--- src/rtl/bt_cmd_rx_if.sv ---
// Bus between the Bluetooth UART side and the command receiver.
//   rx             : UART line into the receiver (idle high)
//   rx_byte/valid  : last received byte and its 1-cycle strobe
//   frame_err      : 1-cycle pulse on a low stop bit
//   cmd_valid/err  : 1-cycle pulses for an accepted / rejected line
//   cmd_id, x, y   : last accepted command and its arguments
// master = line driver / observer side, slave = bt_cmd_rx.
interface bt_cmd_rx_if #(
  parameter int COORD_W = 7
);
  logic               rx;
  logic [7:0]         rx_byte;
  logic               rx_byte_valid;
  logic               frame_err;
  logic               cmd_valid;
  logic               cmd_err;
  logic [3:0]         cmd_id;
  logic [COORD_W-1:0] x;
  logic [COORD_W-1:0] y;

  modport master (
    output rx,
    input  rx_byte, rx_byte_valid, frame_err,
    input  cmd_valid, cmd_err, cmd_id, x, y
  );

  modport slave (
    input  rx,
    output rx_byte, rx_byte_valid, frame_err,
    output cmd_valid, cmd_err, cmd_id, x, y
  );
endinterface

--- src/rtl/bt_cmd_rx.sv ---
// Bluetooth command receiver: UART byte receiver plus ASCII line parser.
// Accepts lines "CC,X,Y<term>" or "CC<term>" (term = CR, LF or CRLF) and
// turns them into command pulses for the paint core.
// Ports:
//   clk  : system clock
//   rst  : asynchronous active-high reset
//   bus  : bt_cmd_rx_if.slave (rx in; rx_byte, rx_byte_valid, frame_err,
//          cmd_valid, cmd_err, cmd_id, x, y out)
module bt_cmd_rx #(
  parameter int CLK_FREQ   = 50_000_000,
  parameter int BAUD       = 9600,
  parameter int COORD_W    = 7,
  parameter int MAX_DIGITS = 3
) (
  input  logic        clk,
  input  logic        rst,
  bt_cmd_rx_if.slave  bus
);
  localparam int CLKS_PER_BIT = CLK_FREQ / BAUD;
  localparam int HALF_BIT     = CLKS_PER_BIT / 2;
  localparam int CNT_W        = $clog2(CLKS_PER_BIT + 1);
  localparam int ACC_W        = COORD_W + 4;
  localparam int NDIG_W       = $clog2(MAX_DIGITS + 2);
  localparam logic [ACC_W-1:0]  ACC_MAX  = ACC_W'((1 << COORD_W) - 1);
  localparam logic [NDIG_W-1:0] NDIG_MAX = NDIG_W'(MAX_DIGITS);

  // ---------------------------------------------------------------- UART
  typedef enum logic [1:0] {U_IDLE, U_START, U_DATA, U_STOP} u_state_t;

  u_state_t         u_state, u_next;
  logic             rx_s1, rx_s2, rx_prev, armed;
  logic [CNT_W-1:0] cnt;
  logic [2:0]       bit_idx;
  logic [7:0]       shift;
  logic [7:0]       rx_byte_q;
  logic             rx_byte_valid_q, frame_err_q;
  logic             start_det, half_done, bit_done;

  assign start_det = armed && rx_prev && !rx_s2;
  assign half_done = (cnt == CNT_W'(HALF_BIT - 1));
  assign bit_done  = (cnt == CNT_W'(CLKS_PER_BIT - 1));

  always_comb begin
    u_next = u_state;
    unique case (u_state)
      U_IDLE:  if (start_det) u_next = U_START;
      U_START: if (half_done) u_next = rx_s2 ? U_IDLE : U_DATA;
      U_DATA:  if (bit_done && bit_idx == 3'd7) u_next = U_STOP;
      U_STOP:  if (bit_done) u_next = U_IDLE;
      default: u_next = U_IDLE;
    endcase
  end

  always_ff @(posedge clk or posedge rst) begin
    if (rst) u_state <= U_IDLE;
    else     u_state <= u_next;
  end

  always_ff @(posedge clk or posedge rst) begin
    if (rst) begin
      rx_s1           <= 1'b0;
      rx_s2           <= 1'b0;
      rx_prev         <= 1'b0;
      armed           <= 1'b0;
      cnt             <= '0;
      bit_idx         <= '0;
      shift           <= '0;
      rx_byte_q       <= '0;
      rx_byte_valid_q <= 1'b0;
      frame_err_q     <= 1'b0;
    end else begin
      rx_s1           <= bus.rx;
      rx_s2           <= rx_s1;
      rx_prev         <= rx_s2;
      rx_byte_valid_q <= 1'b0;
      frame_err_q     <= 1'b0;
      // Only a line seen idle-high may start a byte; cleared on a bad stop.
      if (rx_s2) armed <= 1'b1;
      unique case (u_state)
        U_IDLE: begin
          cnt     <= '0;
          bit_idx <= '0;
        end
        U_START: cnt <= half_done ? '0 : cnt + 1'b1;
        U_DATA: begin
          if (bit_done) begin
            cnt     <= '0;
            shift   <= {rx_s2, shift[7:1]};
            bit_idx <= bit_idx + 1'b1;
          end else begin
            cnt <= cnt + 1'b1;
          end
        end
        U_STOP: begin
          if (bit_done) begin
            cnt <= '0;
            if (rx_s2) begin
              rx_byte_q       <= shift;
              rx_byte_valid_q <= 1'b1;
            end else begin
              frame_err_q <= 1'b1;
              armed       <= 1'b0;
            end
          end else begin
            cnt <= cnt + 1'b1;
          end
        end
        default: cnt <= '0;
      endcase
    end
  end

  // -------------------------------------------------------------- parser
  typedef enum logic [2:0] {P_IDLE, P_CMD1, P_CMDEND, P_X, P_Y, P_SKIP} p_state_t;

  p_state_t           p_state, p_next;
  logic [7:0]         c0, c1, c0_n, c1_n;
  logic [ACC_W-1:0]   acc, acc_n, acc_dig;
  logic [NDIG_W-1:0]  ndig, ndig_n, ndig_inc;
  logic [COORD_W-1:0] xa, xa_n, emit_x, emit_y;
  logic               emit_ok, emit_err;
  logic [7:0]         ch;
  logic               is_letter, is_digit, is_term, is_comma, digit_ok;
  logic [3:0]         code;
  logic               cmd_valid_q, cmd_err_q;
  logic [3:0]         cmd_id_q;
  logic [COORD_W-1:0] x_q, y_q;

  function automatic logic [3:0] lookup(input logic [7:0] a, input logic [7:0] b);
    case ({a, b})
      "UP":    return 4'd1;
      "DN":    return 4'd2;
      "LT":    return 4'd3;
      "RT":    return 4'd4;
      "PX":    return 4'd5;
      "CL":    return 4'd6;
      "CO":    return 4'd7;
      default: return 4'd0;
    endcase
  endfunction

  assign ch        = (rx_byte_q >= 8'h61 && rx_byte_q <= 8'h7A) ? rx_byte_q - 8'h20 : rx_byte_q;
  assign is_letter = (ch >= 8'h41 && ch <= 8'h5A);
  assign is_digit  = (ch >= 8'h30 && ch <= 8'h39);
  assign is_term   = (ch == 8'h0D || ch == 8'h0A);
  assign is_comma  = (ch == 8'h2C);
  assign code      = lookup(c0, c1);
  assign acc_dig   = acc * ACC_W'(10) + ACC_W'(ch[3:0]);
  assign ndig_inc  = ndig + 1'b1;
  assign digit_ok  = (acc_dig <= ACC_MAX) && (ndig_inc <= NDIG_MAX);

  always_comb begin
    p_next   = p_state;
    c0_n     = c0;
    c1_n     = c1;
    acc_n    = acc;
    ndig_n   = ndig;
    xa_n     = xa;
    emit_ok  = 1'b0;
    emit_err = 1'b0;
    emit_x   = '0;
    emit_y   = '0;
    if (frame_err_q) begin
      p_next = P_SKIP;
    end else if (rx_byte_valid_q) begin
      // Unaccepted bytes fall through to these defaults: a terminator
      // rejects the line at once, anything else waits in P_SKIP.
      p_next   = is_term ? P_IDLE : P_SKIP;
      emit_err = is_term;
      unique case (p_state)
        P_IDLE: begin
          if (is_term) begin
            emit_err = 1'b0;
          end else if (is_letter) begin
            c0_n   = ch;
            p_next = P_CMD1;
          end
        end
        P_CMD1: begin
          if (is_letter) begin
            c1_n   = ch;
            p_next = P_CMDEND;
          end
        end
        P_CMDEND: begin
          if (is_comma) begin
            acc_n  = '0;
            ndig_n = '0;
            p_next = P_X;
          end else if (is_term && code != 4'd0) begin
            emit_ok  = 1'b1;
            emit_err = 1'b0;
          end
        end
        P_X: begin
          if (is_digit && digit_ok) begin
            acc_n  = acc_dig;
            ndig_n = ndig_inc;
            p_next = P_X;
          end else if (is_comma && ndig != '0) begin
            xa_n   = acc[COORD_W-1:0];
            acc_n  = '0;
            ndig_n = '0;
            p_next = P_Y;
          end
        end
        P_Y: begin
          if (is_digit && digit_ok) begin
            acc_n  = acc_dig;
            ndig_n = ndig_inc;
            p_next = P_Y;
          end else if (is_term && ndig != '0 && code != 4'd0) begin
            emit_ok  = 1'b1;
            emit_err = 1'b0;
            emit_x   = xa;
            emit_y   = acc[COORD_W-1:0];
          end
        end
        P_SKIP:  ;
        default: ;
      endcase
    end
  end

  always_ff @(posedge clk or posedge rst) begin
    if (rst) p_state <= P_IDLE;
    else     p_state <= p_next;
  end

  always_ff @(posedge clk or posedge rst) begin
    if (rst) begin
      c0          <= '0;
      c1          <= '0;
      acc         <= '0;
      ndig        <= '0;
      xa          <= '0;
      cmd_valid_q <= 1'b0;
      cmd_err_q   <= 1'b0;
      cmd_id_q    <= '0;
      x_q         <= '0;
      y_q         <= '0;
    end else begin
      c0          <= c0_n;
      c1          <= c1_n;
      acc         <= acc_n;
      ndig        <= ndig_n;
      xa          <= xa_n;
      cmd_valid_q <= emit_ok;
      cmd_err_q   <= emit_err;
      if (emit_ok) begin
        cmd_id_q <= code;
        x_q      <= emit_x;
        y_q      <= emit_y;
      end
    end
  end

  assign bus.rx_byte       = rx_byte_q;
  assign bus.rx_byte_valid = rx_byte_valid_q;
  assign bus.frame_err     = frame_err_q;
  assign bus.cmd_valid     = cmd_valid_q;
  assign bus.cmd_err       = cmd_err_q;
  assign bus.cmd_id        = cmd_id_q;
  assign bus.x             = x_q;
  assign bus.y             = y_q;
endmodule

--- src/flat_wrapper.sv ---
// flat-port wrapper written by rule: the top's interface ports become plain ports
module bt_cmd_rx_flat 
#(
  parameter int CLK_FREQ   = 50_000_000,
  parameter int BAUD       = 9600,
  parameter int COORD_W    = 7,
  parameter int MAX_DIGITS = 3
)
  (clk, rst, bus_rx, bus_rx_byte, bus_rx_byte_valid, bus_frame_err, bus_cmd_valid, bus_cmd_err, bus_cmd_id, bus_x, bus_y);
  bt_cmd_rx_if #(.COORD_W(COORD_W)) bus_i ();
  input  logic clk;
  input  logic rst;
  input wire logic [$bits(bus_i.rx)-1:0] bus_rx;
  output wire logic [$bits(bus_i.rx_byte)-1:0] bus_rx_byte;
  output wire logic [$bits(bus_i.rx_byte_valid)-1:0] bus_rx_byte_valid;
  output wire logic [$bits(bus_i.frame_err)-1:0] bus_frame_err;
  output wire logic [$bits(bus_i.cmd_valid)-1:0] bus_cmd_valid;
  output wire logic [$bits(bus_i.cmd_err)-1:0] bus_cmd_err;
  output wire logic [$bits(bus_i.cmd_id)-1:0] bus_cmd_id;
  output wire logic [$bits(bus_i.x)-1:0] bus_x;
  output wire logic [$bits(bus_i.y)-1:0] bus_y;
  assign bus_i.rx = bus_rx;
  assign bus_rx_byte = bus_i.rx_byte;
  assign bus_rx_byte_valid = bus_i.rx_byte_valid;
  assign bus_frame_err = bus_i.frame_err;
  assign bus_cmd_valid = bus_i.cmd_valid;
  assign bus_cmd_err = bus_i.cmd_err;
  assign bus_cmd_id = bus_i.cmd_id;
  assign bus_x = bus_i.x;
  assign bus_y = bus_i.y;
  bt_cmd_rx #(.CLK_FREQ(CLK_FREQ), .BAUD(BAUD), .COORD_W(COORD_W), .MAX_DIGITS(MAX_DIGITS)) u_core (.clk(clk), .rst(rst), .bus(bus_i));
endmodule
--- config.mk ---
export PLATFORM = sky130hd
export DESIGN_NAME = bt_cmd_rx_flat
export DESIGN_NICKNAME = d
export VERILOG_FILES = /design/src/rtl/bt_cmd_rx_if.sv /design/src/rtl/bt_cmd_rx.sv /design/src/flat_wrapper.sv
export SDC_FILE = /design/constraint.sdc
export NUM_CORES = 1
export LEC_CHECK = 0
export ABC_AREA = 1
export CORE_UTILIZATION = 40
export CTS_BUF_LIST = sky130_fd_sc_hd__clkbuf_8
export CTS_CLUSTER_SIZE = 28
export DETAILED_ROUTE_END_ITERATION = 7
export GPL_TIMING_DRIVEN = 0
export SLEW_MARGIN = 0
export SYNTH_ARGS = -nofsm -noshare
export SYNTH_HDL_FRONTEND = slang
export SYNTH_SLANG_ARGS = --single-unit
--- constraint.sdc ---
create_clock -name clk -period 3 [get_ports clk]
set_input_delay 0.6 -clock clk [delete_from_list [all_inputs] [get_ports clk]]
set_output_delay 0.6 -clock clk [all_outputs]
set_load 0.005 [all_outputs]
==> flow_summary_export.csv <==
group,metric,value,unit
global_route,grt_pass1_wl,19800,µm
placement,portBuffers,31,
finish,final_common_cell,"nand2_1",
sta,skew,0.0141,ns
finish,nets,788,
sta,min_period,2.87,ns
power_and_ir_drop,ir_worst_vdd,0.408,mV
run_status,status,"finished, final reports clean",
power_and_ir_drop,power.switching,648,µW
sta,worst_slack,0.128,ns
global_route,grt_use_total,17.4,%
clock_network,clk_latency,0.38,ns
finish,post-route-util,48.4,%
power_and_ir_drop,p_leak,3.08,nW
power_and_ir_drop,p_per_area,374,mW/mm²
synthesis,ys_ff_latch,98,
sta,tightest_slew,0.505,ns
finish,area_growth,17.9,%
floorplan,dieHeight,119,µm
routing,vias_per_cell,4.86,
worst_setup_path,regToRegSetupSlack,0.13,ns
finish,drive_gt1_share,12.2,%
routing,drt_drc_violations_left,0,
floorplan,row_count,42,
min_path,min_to,"u_core.rx_s2$_DFF_PP0_",
floorplan,core_area,0.0133,mm²
clock_network,cts_made_buffers,9,
routing,drt_first_pass_iters,4,
finish,layout_common_cells,"nand2_1, inv_1, dfrtp_1",
sta,setup_viol,0,
synthesis,ys_seq_area_share,44.9,%
power_and_ir_drop,combPwrFrac,8.6,%
floorplan,die-area,0.0141,mm²
placement,dp_hpwl,8600,µm
sta,rsz0062_at_grt,"true",
placement,place_congestion,0.874,
finish,multi_input_area,0.00253,mm²
routing,vias,4560,
sta,max_clock_freq,348,MHz
global_route,grt_pass1_vias,4381,
routing,drt_iter0_markers,255,
job,cap_viol_max_count,0,
worst_setup_path,cp_max_fo,7,
finish,seqCellArea,0.00245,mm²
sta,fin_hold_ws,0.362,ns
sta,tns,0,ns
clock_network,cts-root-buf,"clkbuf_8",
clock_network,clk_path_buf_depth,2,
synthesis,syn-num-nets,732,
worst_setup_path,crit_type,"reg2reg",
routing,detail-route-antenna-nets,0,
placement,pre_cts_ws,-0.290,ns
worst_setup_path,reg2reg_depth,16,
clock_network,cts.sinks,98,
worst_setup_path,r2r_start,"u_core.acc[1]$_DFFE_PP0P_",
finish,instances_no_fill,939,
clock_network,hold_buffers,0,
routing,finalWirelength,11600,µm
clock_network,cts-htree-levels,3,
placement,placed_cells,912,
clock_network,cts_tree,"done",
synthesis,synthCells,703,
global_route,antenna_found_initial,0,
routing,avgRoutedWirePerCell,12.4,µm
sta,drv_slew,0,
worst_setup_path,r2r-end,"u_core.acc[5]$_DFFE_PP0P_",
power_and_ir_drop,intPower,1.76,mW
synthesis,ys_types,42,
global_route,grt_overflow,0,
power_and_ir_drop,pwr-share-clk,33.8,%
floorplan,initial_utilization,41.1,%
min_path,hold_depth,0,
floorplan,io_pins,33,
floorplan,die_w,119,µm
sta,finalHoldViolations,0,
sta,fin_crit_sh,95.7,%
sta,timing.slew.headroom,66.3,%
finish,insertedDiodeCount,0,
min_path,min-delay-start,"u_core.rx_s1$_DFF_PP0_",
worst_setup_path,cp.required,3.32,ns
worst_setup_path,end_kind,"flop",
finish,n_fill_cell,1280,
worst_setup_path,arrival,3.19,ns
min_path,hold_path_class,"reg2reg",
worst_setup_path,cp-start-kind,"flop",
global_route,grt_max_degree,41,
synthesis,syn_area,0.00546,mm²
power_and_ir_drop,seqPwrFrac,57.7,%
power_and_ir_drop,switching_share,26.9,%
synthesis,avgSynthCellArea,7.77,µm²
clock_network,path_clk_slew,0.10,ns
synthesis,yosysWarnings,0,
==> kinds of logic (layout without fill, tap and decap cells) <==
family / Yosys count / count (layout) / share of synthesized area [%]
AND/OR/NAND/NOR: 339 / 339 / 27.7
buffers and inverters: 139 / 199 / 10.6
flip-flops: 98 / 98 / 44.9
AO/OA/AOI/OAI: 93 / 93 / 9.42
adder cells (fa/ha/maj): 26 / 26 / 6.23
XOR/XNOR: 7 / 7 / 1.12
other: 1 / 1 / 0.0687
==> metrics by stage <==
| step | cell area, µm² | power (mW) |
|---|---|---|
| 3_3_place_gp | 6000 | 1.61 |
| 6_report | 6440 | 2.41 |
| 5_1_grt | 6440 | 2.53 |
| 2_1_floorplan | 5470 | 1.57 |
| 4_1_cts | 6340 | 2.44 |
| 3_5_place_dp | 6040 | 1.63 |
==> power by group through the flow <==
stage          Combinational [mW]  Clock (mW)  Sequential [mW]
5_1_grt                     0.243       0.893             1.40
4_1_cts                     0.212       0.842             1.39
2_1_floorplan               0.158           0             1.41
3_3_place_gp                0.195           0             1.42
3_5_place_dp                0.210           0             1.42
6_report                    0.206       0.813             1.39
==> synth_stat cells, drive strengths merged <==
library cell  count  share of area, %
nor4              4              0.46
ha               24               5.5
nand2           169                12
o21a              1              0.14
nand3            53               4.9
inv             123               8.5
xnor2             3              0.48
a311o             1              0.18
nand3b            3              0.41
clkbuf            4              0.27
conb              1             0.069
or2               2              0.23
a22o              2              0.32
o31ai             1              0.14
buf              11               1.7
o21ai            69               6.5
nor2             68               4.9
a21oi            16               1.6
clkinv            1             0.069
nor3             19               1.9
and3              1              0.11
nand4            18               2.2
o211ai            1              0.23
o2111a            1              0.21
dfrtp            98                45
nor3b             2              0.27
a211oi            1              0.14
xor2              4              0.64
fa                2              0.73
==> how the worst max path moves through the flow <==
stage / start / to / depth (start not counted)
2_1_floorplan: u_core.acc[1]$_DFFE_PP0P_ / u_core.acc[4]$_DFFE_PP0P_ / 18
3_5_place_dp: u_core.acc[1]$_DFFE_PP0P_ / u_core.acc[5]$_DFFE_PP0P_ / 18
3_3_place_gp: u_core.acc[1]$_DFFE_PP0P_ / u_core.acc[5]$_DFFE_PP0P_ / 18
5_1_grt: u_core.acc[1]$_DFFE_PP0P_ / u_core.ndig[1]$_DFFE_PP0P_ / 16
4_1_cts: u_core.acc[1]$_DFFE_PP0P_ / u_core.acc[3]$_DFFE_PP0P_ / 20
6_report: u_core.acc[1]$_DFFE_PP0P_ / u_core.acc[5]$_DFFE_PP0P_ / 16
==> critical path, stage by stage (launching register included) <==
cell and delay, ns:
dfrtp_1 0.43, ha_4 0.29, ha_4 0.13, inv_2 0.03, fa_1 0.47, nor2_2 0.17, nand3_2 0.12, a21oi_4 0.18
nand3_2 0.10, nand2_1 0.07, nand3_1 0.08, nor2_2 0.14, buf_4 0.14, nand3_2 0.08, nand2_2 0.18, nand4_1 0.12
nand2_1 0.09
==> sequential cells by signal, indices dropped and copies added, names as in the netlist, 3 cells and up, named ones only <==
name	flops
u_core.acc	10
u_core.bit_idx	3
u_core.bus.cmd_id	3
u_core.bus.rx_byte	8
u_core.bus.x	7
u_core.bus.y	7
u_core.c0	8
u_core.c1	8
u_core.cnt	13
u_core.ndig	3
u_core.p_state	3
u_core.shift	8
u_core.xa	7
==> what timing repair did <==
item	in CTS	in global routing
gates resized for setup	11	25
setup buffers	11	0
hold endpoints to repair	0	0
pin swaps	12	7
endpoints found under the setup margin	16	16
gates cloned	1	0
==> metal layers <==
metal | vias to the layer above | part of all wire, % | global-route usage (%)
met5 | - | 0 | 0
li1 | 2355 | - | -
met1 | 2123 | 48 | 22.7
met3 | 14 | 2.8 | 2.92
met2 | 68 | 48 | 28.7
met4 | 0 | 1.4 | 6.80
==> final cells by class <==
cell class                      count  area share (%)
Multi-Input combinational cell    466            39.3
Sequential cell                    98            38.1
Inverter                          124            7.40
Timing Repair Buffer               45            7.33
Tap cell                          176            3.42
Clock buffer                       11            2.35
Buffer                             15            1.65
Clock inverter                      4           0.408
Note: power is estimated with default switching activity, not from simulation.
